File: src/rtl/mem_bus_arbiter.sv
// Purpose: shares one memory bus between instruction fetch and load/store, one access at a time.
// Latency: bus held MEM_LATENCY cycles after grant; completion pulse in the following cycle.
// Backpressure: a waiting or in-flight requester sees its stall high until its completion pulse.
module mem_bus_arbiter #(
  parameter int MEM_LATENCY = 2
) (
  input  logic        clk,
  input  logic        rst,
  input  logic        if_req,
  input  logic [31:0] if_addr,
  output logic [31:0] if_rdata,
  output logic        if_rvld,
  output logic        if_stall,
  input  logic [1:0]  mem_cmd,
  input  logic [31:0] mem_addr,
  input  logic [31:0] mem_wdata,
  output logic [31:0] mem_rdata,
  output logic        mem_done,
  output logic        mem_stall,
  output logic [1:0]  bus_cmd,
  output logic [31:0] bus_addr,
  output logic [31:0] bus_wdata,
  input  logic [31:0] bus_rdata
);

  // Bus command encoding shared with the rest of the pipeline.
  localparam logic [1:0] BUS_NONE  = 2'd0;
  localparam logic [1:0] BUS_LOAD  = 2'd1;
  localparam logic [1:0] BUS_STORE = 2'd2;

  localparam int CW = $clog2(MEM_LATENCY + 1);

  typedef enum logic [1:0] {
    IDLE    = 2'd0,
    IF_ACC  = 2'd1,
    MEM_ACC = 2'd2
  } state_t;

  state_t        r_state;
  state_t        w_state_nxt;
  logic [CW-1:0] r_cnt;
  logic [1:0]    r_cmd;
  logic [31:0]   r_addr;
  logic [31:0]   r_wdata;
  logic [31:0]   r_if_rdata;
  logic [31:0]   r_mem_rdata;
  logic          r_if_rvld;
  logic          r_mem_done;
  logic          r_last_gnt_mem;  // 0: IF was granted last, 1: MEM was granted last

  logic          w_if_p;
  logic          w_mem_p;
  logic          w_gnt_if;
  logic          w_gnt_mem;
  logic          w_last;

  // A requester is masked in its own completion cycle so the same request
  // is not granted a second time while the pipeline is still advancing.
  assign w_if_p  = if_req & ~r_if_rvld;
  assign w_mem_p = (mem_cmd != BUS_NONE) & ~r_mem_done;
  assign w_last  = (r_cnt == CW'(1));

  // State register.
  always_ff @(posedge clk) begin
    if (rst) begin
      r_state <= IDLE;
    end else begin
      r_state <= w_state_nxt;
    end
  end

  // Next-state and grant decision; on a tie the requester not served last wins.
  always_comb begin
    w_state_nxt = r_state;
    w_gnt_if    = 1'b0;
    w_gnt_mem   = 1'b0;
    case (r_state)
      IDLE: begin
        if (w_mem_p && (!w_if_p || !r_last_gnt_mem)) begin
          w_gnt_mem   = 1'b1;
          w_state_nxt = MEM_ACC;
        end else if (w_if_p) begin
          w_gnt_if    = 1'b1;
          w_state_nxt = IF_ACC;
        end
      end
      IF_ACC, MEM_ACC: begin
        if (w_last) begin
          w_state_nxt = IDLE;
        end
      end
      default: w_state_nxt = IDLE;
    endcase
  end

  // Latch the granted request, count down the access and capture read data.
  always_ff @(posedge clk) begin
    if (rst) begin
      r_cnt          <= '0;
      r_cmd          <= BUS_NONE;
      r_addr         <= '0;
      r_wdata        <= '0;
      r_if_rdata     <= '0;
      r_mem_rdata    <= '0;
      r_if_rvld      <= 1'b0;
      r_mem_done     <= 1'b0;
      r_last_gnt_mem <= 1'b0;
    end else begin
      r_if_rvld  <= 1'b0;
      r_mem_done <= 1'b0;
      if (w_gnt_mem) begin
        r_cmd          <= mem_cmd;
        r_addr         <= mem_addr;
        r_wdata        <= mem_wdata;
        r_cnt          <= CW'(MEM_LATENCY);
        r_last_gnt_mem <= 1'b1;
      end else if (w_gnt_if) begin
        r_cmd          <= BUS_LOAD;
        r_addr         <= if_addr;
        r_cnt          <= CW'(MEM_LATENCY);
        r_last_gnt_mem <= 1'b0;
      end else if (r_state != IDLE) begin
        r_cnt <= r_cnt - CW'(1);
        if (w_last) begin
          if (r_state == IF_ACC) begin
            r_if_rdata <= bus_rdata;
            r_if_rvld  <= 1'b1;
          end else begin
            // Stores complete without touching the load data register.
            if (r_cmd == BUS_LOAD) begin
              r_mem_rdata <= bus_rdata;
            end
            r_mem_done <= 1'b1;
          end
        end
      end
    end
  end

  assign bus_cmd   = (r_state == IDLE) ? BUS_NONE : r_cmd;
  assign bus_addr  = r_addr;
  assign bus_wdata = r_wdata;

  assign if_rdata  = r_if_rdata;
  assign if_rvld   = r_if_rvld;
  assign mem_rdata = r_mem_rdata;
  assign mem_done  = r_mem_done;

  assign if_stall  = if_req & ~r_if_rvld;
  assign mem_stall = (mem_cmd != BUS_NONE) & ~r_mem_done;

endmodule

File: config.mk
export PLATFORM = sky130hd
export DESIGN_NAME = mem_bus_arbiter
export DESIGN_NICKNAME = d
export VERILOG_FILES = /design/src/rtl/mem_bus_arbiter.sv
export SDC_FILE = /design/constraint.sdc
export NUM_CORES = 1
export LEC_CHECK = 0
export BUFFER_PORTS_ARGS = -buffer_cell sky130_fd_sc_hd__buf_2
export CAP_MARGIN = 25
export CORE_MARGIN = 1.5
export CORE_UTILIZATION = 35
export DETAILED_ROUTE_END_ITERATION = 12
export GPL_TIMING_DRIVEN = 0
export HOLD_SLACK_MARGIN = 0.06
export PLACE_DENSITY = 0.64
export SETUP_SLACK_MARGIN = 0.4
export SLEW_MARGIN = 20
export SYNTH_ARGS = -nofsm -noshare
export SYNTH_HDL_FRONTEND = slang
export SYNTH_SLANG_ARGS = --single-unit
File: constraint.sdc
create_clock -name clk -period 1.7 [get_ports clk]
set_input_delay 0.255 -clock clk [delete_from_list [all_inputs] [get_ports clk]]
set_output_delay 0.255 -clock clk [all_outputs]
set_load 0.05 [all_outputs]
==> flow_metrics.env <==
export IMPL_status="finished, violations left"
export IMPL_violations="negative setup slack"
export IMPL_p_int_mw=11.2
export IMPL_p_clk_frac=0.197
export IMPL_finalNonFillerCells=1265
export IMPL_slew_violations=0
export IMPL_ys_types=31
export IMPL_synth_cells=649
export IMPL_max_cap_viol_count=0
export IMPL_vias=6194
export IMPL_cts_sinks=137
export IMPL_grt_pass1_vias=5872
export IMPL_die_x_um=129
export IMPL_root_buffer="clkbuf_16"
export IMPL_place_inst=1130
export IMPL_initial_utilization=0.355
export IMPL_syn_to_final_growth_pct=90.0
export IMPL_drt_pass1_iter_count=4
export IMPL_cp_required_ns=1.99
export IMPL_hold_path_class="in -> reg"
export IMPL_met1_usage=0.274
export IMPL_yosysSeqAreaShare=0.490
export IMPL_worstPathMaxFanout=7
export IMPL_combPwrFrac=0.577
export IMPL_synthesis_nets=786
export IMPL_gp_congestion=0.761
export IMPL_drt_total_wl_um=22200
export IMPL_vdd_drop_max_uv=1290
export IMPL_dieArea_um2=16700
export IMPL_crit_path_start_kind="register"
export IMPL_switching_share=0.404
export IMPL_core_area_um2=15800
export IMPL_dp_hpwl_um=12700
export IMPL_max_freq_mhz=550
export IMPL_p_per_area_nw_per_um2=1770
export IMPL_clk_latency_ns=0.43
export IMPL_antenna_found_initial=0
export IMPL_viasPerCell=4.90
export IMPL_globalRouteMet3Util=0.0694
export IMPL_clkTransAtPathRegs_ns=0.06
export IMPL_grt_use_met2=0.442
export IMPL_cts_tree="built"
export IMPL_path_class="reg -> reg"
export IMPL_antenna_cells=0
export IMPL_ys_seq_elements=137
export IMPL_synth_edff_count=0
export IMPL_relSlewSlack=0.415
export IMPL_path_cells="inv_4 > ha_4 > nand2b_4 > or4b_4 > buf_12 > clkbuf_16 > nand2_1 > a21oi_2"
export IMPL_async_flop_share=0
export IMPL_ctsLongestPathBuffers=2
export IMPL_drt_iter0_drc=212
export IMPL_synth_top_cells_by_area="dfxtp_1, nand2_1, nand2b_1"
export IMPL_io_pins=267
export IMPL_seqPwrFrac=0.226
export IMPL_r2r_slack_ns=-0.12
export IMPL_max_stage_delay_ns=0.49
export IMPL_synthTopCellsByCount="nand2_1, dfxtp_1, a21oi_1, nand2b_1, nor2_1"
export IMPL_p_leak_nw=4.58
export IMPL_yosysWarnings=0
export IMPL_cts_htree_levels=4
export IMPL_yosys_area_top_type="dfxtp_1"
export IMPL_clock_skew_ns=0.00934
export IMPL_setup_viol=75
export IMPL_arrival_ns=2.11
export IMPL_antenna_left=0
export IMPL_top_usage_layer="met2"
export IMPL_grt_first_pass_wirelength_um=31200
export IMPL_fp_row_count=46
export IMPL_overflow=0
export IMPL_tightestPinTransition_ns=0.877
export IMPL_switchingPower_mw=7.59
export IMPL_die_h_um=129
export IMPL_slowest_stage="or4b_4"
export IMPL_syn_avg_cell_area_um2=8.62
export IMPL_drc=0
export IMPL_routedWlPerCell_um=17.5
export IMPL_io_buffers=265
export IMPL_rsz0062_at_grt="yes"
export IMPL_final_setup_worst_slack_ns=-0.118
export IMPL_grt_use_total=0.244
export IMPL_fin_nets=1173
export IMPL_crit_path_end_kind="register"
export IMPL_finalHoldViolCount=0
export IMPL_cts_buffers_inserted=17
export IMPL_n_fill_cell=1235
export IMPL_fin_crit_sh=1.07
export IMPL_synth_top_cell_area_share=0.490
export IMPL_synth_area_um2=5590
export IMPL_ys_flop_type="dfxtp_1"
export IMPL_finalCriticalPeriod_ns=1.82
export IMPL_grt_start_max_net_pins=17
export IMPL_layout_drive_gt1_share=0.564
export IMPL_yosysMostFrequentCell="nand2_1"
export IMPL_whs_ns=0.0686
==> path summary, 6_finish.rpt <==
check / to / cells after the start / startpoint
setup / recovery: mem_rdata[12]$_SDFFE_PP0P_ / 8 / r_state[1]$_SDFFE_PP0P_
setup reg to reg: mem_rdata[12]$_SDFFE_PP0P_ / 8 / r_state[1]$_SDFFE_PP0P_
hold / removal: bus_wdata[14]$_SDFFE_PP0P_ / 3 / mem_wdata[14]
hold reg to reg: mem_rdata[3]$_SDFFE_PP0P_ / 2 / mem_rdata[3]$_SDFFE_PP0P_
==> cell usage in the layout (no fill, tap or decap), types with 29 or more instances in the layout <==
master,instances
clkbuf_4,80
dfxtp_1,130
buf_2,158
buf_6,38
nand2_4,30
mux2i_1,32
a21oi_1,31
nand2b_1,65
nand2_1,115
a21oi_2,38
buf_4,40
nor2_1,29
nand2_2,50
==> worst max-delay path, delay by kind of cell, from the launching register on <==
kind | cells | cell delay, ns
compound gates | 1 | 0.05
simple gates | 3 | 0.71
fa+ha+maj | 1 | 0.17
flops | 1 | 0.36
buf+inv | 3 | 0.38
==> metal layers <==
layer	up-vias	part of all wire	wire, um
li1	2938	-	-
met1	2940	0.38	8390
met2	271	0.52	11600
met3	45	0.074	1650
met4	0	0.023	506
met5	-	0	0
==> timing repair <==
item / in CTS / in global routing
gates cloned: 18 / 1
pin swaps: 72 / 56
gates resized for setup: 219 / 204
buffers inserted: 49 / 14
endpoints found under the hold margin: 21 / 0
hold buffers: 21 / 0
setup endpoints to repair: 152 / 227
==> sequential cells by signal, indices dropped and copies added (netlist names) <==
| signal | flops |
|---|---|
| r_state | 2 |
| r_cnt | 2 |
| mem_done | 1 |
| mem_rdata | 32 |
| if_rvld | 1 |
| bus_addr | 32 |
| r_cmd | 2 |
| bus_wdata | 32 |
| r_last_gnt_mem | 1 |
| if_rdata | 32 |
==> cell families after synthesis <==
group / Yosys count / share of synthesized area
AO/OA/AOI/OAI: 108 / 0.132
adder cells (fa/ha/maj): 4 / 0.00895
buffers and inverters: 55 / 0.0609
flip-flops: 137 / 0.490
multiplexers: 32 / 0.0573
AND/OR/NAND/NOR: 313 / 0.251
==> power by group through the flow <==
stage	logic (mW)	registers (mW)	clock network (mW)
after floorplan	2.67	6.08	0
after global placement	5.99	4.19	0
after detailed placement	6.01	4.20	0
after CTS	9.56	4.16	3.74
after global routing	11.3	4.31	3.92
final	10.8	4.25	3.71
==> cell type report <==
| type | instances | area [um2] | area share |
|---|---|---|---|
| timing repair buffer | 368 | 3170 | 0.298 |
| clock buffer | 23 | 509 | 0.0479 |
| multi-input combinational | 457 | 3270 | 0.308 |
| buffer | 51 | 542 | 0.0510 |
| inverter | 4 | 21.3 | 0.00200 |
| tap | 216 | 270 | 0.0254 |
| clock inverter | 9 | 85.1 | 0.00801 |
| sequential | 137 | 2760 | 0.259 |
==> stage by stage <==
step	utilization	TNS, ns	total power [mW]	setup WS (ns)	area [um2]
global placement	0.465	-10.75	10.2	-0.234	7330
finish	0.674	-3.59	18.8	-0.118	10600
floorplan	-	-2.01	8.75	-0.0563	5740
detailed placement	0.465	-9.29	10.2	-0.213	7330
CTS	0.620	-1.72	17.5	-0.0686	9780
global route	0.674	-6.95	19.6	-0.132	10600
Power figures use the tool's default switching activity.
